File: config.mk
export PLATFORM = sky130hd
export DESIGN_NAME = delay_tap_calibrator
export DESIGN_NICKNAME = d
export VERILOG_FILES = /design/src/rtl/delay_tap_calibrator.sv
export SDC_FILE = /design/constraint.sdc
export NUM_CORES = 1
export LEC_CHECK = 0
export ABC_AREA = 1
export ABC_CLOCK_PERIOD_IN_PS = 5300
export CORE_MARGIN = 2
export CORE_UTILIZATION = 41
export CTS_CLUSTER_DIAMETER = 40
export DETAILED_ROUTE_END_ITERATION = 10
export SYNTH_ARGS = -nofsm -noshare
export SYNTH_HDL_FRONTEND = slang
export SYNTH_SLANG_ARGS = --single-unit
export TNS_END_PERCENT = 20
File: constraint.sdc
create_clock -name clk -period 5.3 [get_ports clk]
set_input_delay 1.59 -clock clk [delete_from_list [all_inputs] [get_ports clk]]
set_output_delay 1.59 -clock clk [all_outputs]
set_load 0.02 [all_outputs]
File: src/rtl/delay_tap_calibrator.sv
// delay_tap_calibrator: sweeps delay taps 0..MAX_TAP, scores each tap, loads the centre of the longest good run.
// Define DELAY_CAL_ERR_TOL_EN to accept taps with up to ERR_TOL errors instead of zero.
module delay_tap_calibrator #(
  parameter int MAX_TAP = 511,
  parameter int SETTLE_CYCLES = 8,
  parameter int WINDOW_CYCLES = 64
`ifdef DELAY_CAL_ERR_TOL_EN
  , parameter int ERR_TOL = 1
`endif
) (
  input  logic       clk,
  input  logic       reset_n,
  input  logic       start,
  input  logic       sample_valid,
  input  logic       sample_ok,
  output logic       delay_load,
  output logic [8:0] delay__value,
  output logic       busy,
  output logic       done,
  output logic       locked,
  output logic [8:0] eye_start,
  output logic [9:0] eye_width
);
  typedef enum logic [2:0] {IDLE, LOAD, SETTLE, SAMPLE, EVAL, CENTER, CENTER_SETTLE, FINISH} state_e;
  localparam logic [8:0] LAST = 9'(MAX_TAP);
  localparam logic [15:0] SET_LAST = 16'(SETTLE_CYCLES - 1);
  localparam logic [15:0] WIN_LAST = 16'(WINDOW_CYCLES - 1);
  state_e state_q, state_d;
  logic [8:0] tap_q, tap_d, val_q, val_d, cur_start_q, cur_start_d, best_start_q, best_start_d, eye_start_q, eye_start_d;
  logic [9:0] cur_len_q, cur_len_d, best_len_q, best_len_d, eye_width_q, eye_width_d, centre;
  logic [15:0] cnt_q, cnt_d, err_q, err_d;
  logic locked_q, locked_d, good;
`ifdef DELAY_CAL_ERR_TOL_EN
  assign good = err_q <= 16'(ERR_TOL);
`else
  assign good = err_q == 16'd0;
`endif
  always_ff @(posedge clk or negedge reset_n) begin
    if (!reset_n) begin
      state_q <= IDLE;
      tap_q <= '0;
      val_q <= '0;
      cnt_q <= '0;
      err_q <= '0;
      cur_start_q <= '0;
      cur_len_q <= '0;
      best_start_q <= '0;
      best_len_q <= '0;
      locked_q <= 1'b0;
      eye_start_q <= '0;
      eye_width_q <= '0;
    end else begin
      state_q <= state_d;
      tap_q <= tap_d;
      val_q <= val_d;
      cnt_q <= cnt_d;
      err_q <= err_d;
      cur_start_q <= cur_start_d;
      cur_len_q <= cur_len_d;
      best_start_q <= best_start_d;
      best_len_q <= best_len_d;
      locked_q <= locked_d;
      eye_start_q <= eye_start_d;
      eye_width_q <= eye_width_d;
    end
  end
  always_comb begin
    state_d = state_q;
    tap_d = tap_q;
    val_d = val_q;
    cnt_d = cnt_q;
    err_d = err_q;
    cur_start_d = cur_start_q;
    cur_len_d = cur_len_q;
    best_start_d = best_start_q;
    best_len_d = best_len_q;
    locked_d = locked_q;
    eye_start_d = eye_start_q;
    eye_width_d = eye_width_q;
    centre = '0;
    case (state_q)
      IDLE: if (start) begin
        state_d = LOAD;
        tap_d = '0;
        val_d = '0;
        cur_start_d = '0;
        cur_len_d = '0;
        best_start_d = '0;
        best_len_d = '0;
        locked_d = 1'b0;
        eye_start_d = '0;
        eye_width_d = '0;
      end
      LOAD: begin
        state_d = SETTLE;
        cnt_d = '0;
        err_d = '0;
      end
      SETTLE: begin
        state_d = cnt_q == SET_LAST ? SAMPLE : SETTLE;
        cnt_d = cnt_q == SET_LAST ? 16'd0 : cnt_q + 16'd1;
      end
      SAMPLE: if (sample_valid) begin
        err_d = (!sample_ok && err_q != 16'hFFFF) ? err_q + 16'd1 : err_q;
        state_d = cnt_q == WIN_LAST ? EVAL : SAMPLE;
        cnt_d = cnt_q + 16'd1;
      end
      EVAL: begin
        cur_len_d = good ? cur_len_q + 10'd1 : 10'd0;
        cur_start_d = (good && cur_len_q == 10'd0) ? tap_q : cur_start_q;
        best_len_d = cur_len_d > best_len_q ? cur_len_d : best_len_q;
        best_start_d = cur_len_d > best_len_q ? cur_start_d : best_start_q;
        centre = {1'b0, best_start_d} + ((best_len_d - 10'd1) >> 1);
        // The value register is loaded on entry so it is already stable when delay_load rises.
        state_d = tap_q == LAST ? CENTER : LOAD;
        locked_d = tap_q == LAST ? best_len_d != 10'd0 : locked_q;
        val_d = tap_q != LAST ? tap_q + 9'd1 : best_len_d != 10'd0 ? centre[8:0] : 9'd0;
        tap_d = val_d;
      end
      CENTER: begin
        state_d = CENTER_SETTLE;
        cnt_d = '0;
      end
      CENTER_SETTLE: begin
        state_d = cnt_q == SET_LAST ? FINISH : CENTER_SETTLE;
        cnt_d = cnt_q + 16'd1;
      end
      FINISH: begin
        state_d = IDLE;
        eye_start_d = best_start_q;
        eye_width_d = best_len_q;
      end
      default: state_d = IDLE;
    endcase
  end
  assign delay_load = state_q == LOAD || state_q == CENTER;
  assign delay__value = val_q;
  assign busy = state_q != IDLE;
  assign done = state_q == FINISH;
  assign locked = locked_q;
  assign eye_start = eye_start_q;
  assign eye_width = eye_width_q;
endmodule
==> qor.yml <==
critical_path:
  endpoint_kind: "flop"
  reg2reg_slack_ns: 0.16
  slowest_delay_ns: 0.40
  r2r_end: "delay__value[8]"
  path_common_cell: "o21ai_2"
  r2r_start: "cur_len_q[1]"
  crit_fanout: 4
  path_class: "reg2reg"
  critPathLaunchType: "flop"
  required_ns: 5.55
  r2r_cells: 38
  worstPathArrival_ns: 5.39
  critPathSlowestCell: "dfrtp_1"
synthesis:
  syn_nets: 842
  ys_warn_count: 0
  yosys.cell_types.count: 44
  avgSynthCellArea_um2: 7.637
  ys.flop_type: "dfrtp_1"
  synth_seq_area_share_pct: 41.26
  synth_edf_count: 0
  async_flop_share_pct: 100.0
  synthCells: 810
  synthesis.area_mm2: 0.006186
  ys_ff_latch: 102
final_layout:
  final_common_cell: "nand2_1"
  layout.nets: 890
  antenna_cells: 0
  syn_to_final_growth_pct: 17.78
  layout_common_cells: "nand2_1 (145), inv_1 (120), dfrtp_1 (100)"
  fillCellCount: 1402
  drive_gt1_share_pct: 12.75
  stdcell_count: 1047
die:
  die_area_mm2: 0.01609
  start_util_pct: 42.24
  die_w_um: 126.8
  die_height_um: 126.8
  fp-row-count: 44
  ios: 37
  design.core.area_mm2: 0.01464
placed_design:
  gp_congestion: 0.8905
  numPortBuffers: 36
  place_hpwl_um: 11390
  post-place-ws_ns: -0.04207
  dp.cells: 1019
outcome:
  status: "completed"
clocking:
  numCtsBuffers: 9
  cts_tree: "yes"
  path_clk_slew_ns: 0.07
  worstSkewPairLatency_ns: 0.36
  root_buffer: "clkbuf_16"
  cts_buffer_depth: 2
  clock-sinks: 102
  h-tree-depth: 3
global_route:
  grt_overflow: 0
  grt_max_degree: 42
  grt_pass1_wl_um: 25510
  antenna_found_initial: 0
  grt_pass1_vias: 5386
  globalRouteTotalUtil_pct: 19.59
routing:
  drtIter0Drc: 325
  met1_length_um: 7180
  routed_via_density: 5.327
  ant_nets: 0
  wirelength_um: 15700
  first_pass_iters: 6
  met2_length_um: 7678
  routedWlPerCell_um: 15.00
  wl_met3_um: 452
  vias: 5577
  routed.top_layer: "met4"
  route.detailed.drc: 0
timing:
  worst_slack_ns: 0.1556
  fin_crit_ns: 5.144
  max_freq_mhz: 194.4
  final_hold_viol_count: 0
  final_max_slew_viol_count: 0
  setup_violations: 0
  worst_slew_pin_slew_ns: 0.8833
  rsz0062_at_grt: "yes"
  relSlewSlack_pct: 41.05
  clock_skew_ns: 0.01081
  finalCritPeriodShare_pct: 97.06
flow_run:
  maxCapViolCount: 0
min_path:
  worst_hold_path.endpoint: "eye_start[2]"
  hp-class: "reg2reg"
  hold_depth: 2
  hp-start: "eye_start[2]"
## sequential cells by signal (all words and copies together) (netlist names)
name and cells:
eye_start 9, cnt_q 16, best_len_q 10, cur_start_q 9, locked 1, err_q 16, state_q 3, cur_len_q 10
best_start_q 9, delay__value 9, eye_width 10
## layout make-up
class	count	area (um2)	share of cell area [%]
Inverter	131	494.2	6.783
Multi-Input combinational cell	555	3168	43.48
Sequential cell	102	2555	35.07
Tap cell	184	230.2	3.160
Clock buffer	10	239.0	3.280
Timing Repair Buffer	59	538.0	7.385
Clock inverter	6	61.31	0.8415
## logic make-up (layout without fill, tap and decap cells)
group	Yosys count	after routing	synth area share [%]
buffers and inverters	153	206	9.628
AND/OR/NAND/NOR	347	347	26.60
adder cells (fa/ha/maj)	27	27	5.583
AO/OA/AOI/OAI	163	163	14.38
flip-flops	102	102	41.26
XOR/XNOR	18	18	2.549
## cell usage after synthesis, types with 2 or more instances
cell / n / area, um2
xor2_1: 12 / 105.1
a211oi_1: 3 / 22.52
nor4_1: 6 / 37.54
a21oi_1: 37 / 185.2
clkinv_1: 2 / 7.510
a221oi_1: 3 / 26.28
nand4_1: 11 / 68.82
nand2_4: 3 / 33.78
a31oi_1: 2 / 12.51
nor3b_1: 3 / 22.52
nor3_2: 2 / 20.02
buf_2: 2 / 10.01
o21ai_1: 13 / 65.06
nand3_1: 47 / 235.2
dfrtp_1: 102 / 2552
xnor2_1: 6 / 52.55
o211ai_1: 3 / 22.52
ha_1: 26 / 325.3
and3_1: 2 / 12.51
inv_1: 122 / 457.9
buf_4: 2 / 15.01
o22ai_1: 30 / 187.7
nor2_2: 5 / 31.28
nor3_1: 21 / 105.1
nand2_2: 8 / 50.05
nand2_1: 151 / 566.8
nand3b_1: 4 / 30.03
clkbuf_1: 16 / 60.06
or3_1: 2 / 12.51
nand3_2: 10 / 100.1
or2_2: 4 / 25.02
nor2_1: 64 / 240.2
o21ai_0: 69 / 345.3
inv_2: 7 / 26.28
## per-layer routing
metal	GRT usage [%]	up-vias
met2	33.43	104
met1	25.40	2674
met4	7.498	0
met3	2.615	28
li1	-	2771
met5	0	-
## timing repair
action,CTS,global route
resized for setup,2,37
pin swaps,0,27
setup endpoints to repair,1,5
setup buffers,0,12
hold buffers,0,0
cloned,0,0
hold endpoints to repair,0,0
## how the worst max path moves through the flow
stage / slack, ns / cells past startpoint / startpoint / end
2_1_floorplan: 0.39 / 39 / cur_len_q[0] / delay__value[8]
3_3_place_gp: 0.15 / 37 / cur_len_q[0] / delay__value[8]
3_5_place_dp: -0.04 / 37 / cur_len_q[0] / delay__value[8]
4_1_cts: 0.04 / 37 / cur_len_q[0] / delay__value[8]
5_1_grt: -0.22 / 40 / cur_len_q[1] / delay__value[8]
6_report: 0.16 / 38 / cur_len_q[1] / delay__value[8]
## per-stage QoR
stage / setup TNS (ns) / utilization, % / cell area, um2 / hold WS (ns)
6_report: 0 / 49.75 / 7286 / 0.5121
5_1_grt: -0.3303 / 49.75 / 7286 / 0.5638
4_1_cts: 0 / 48.16 / 7053 / 0.5182
3_5_place_dp: -0.04207 / 46.11 / 6753 / 0.5025
3_3_place_gp: 0 / 46.11 / 6753 / 0.4981
2_1_floorplan: 0 / - / 6186 / 0.4882
## worst max-delay path, delay by kind of cell, from the launching register on
family | cells | cell delay, ns
AO/OA/AOI/OAI | 7 | 0.80
XOR/XNOR | 1 | 0.16
adder cells (fa/ha/maj) | 3 | 0.79
buffers and inverters | 3 | 0.20
flip-flops | 1 | 0.40
AND/OR/NAND/NOR | 24 | 2.67
Power is not shown: default switching activity piles up to over one toggle a cycle in this logic, so the estimate is an artifact.
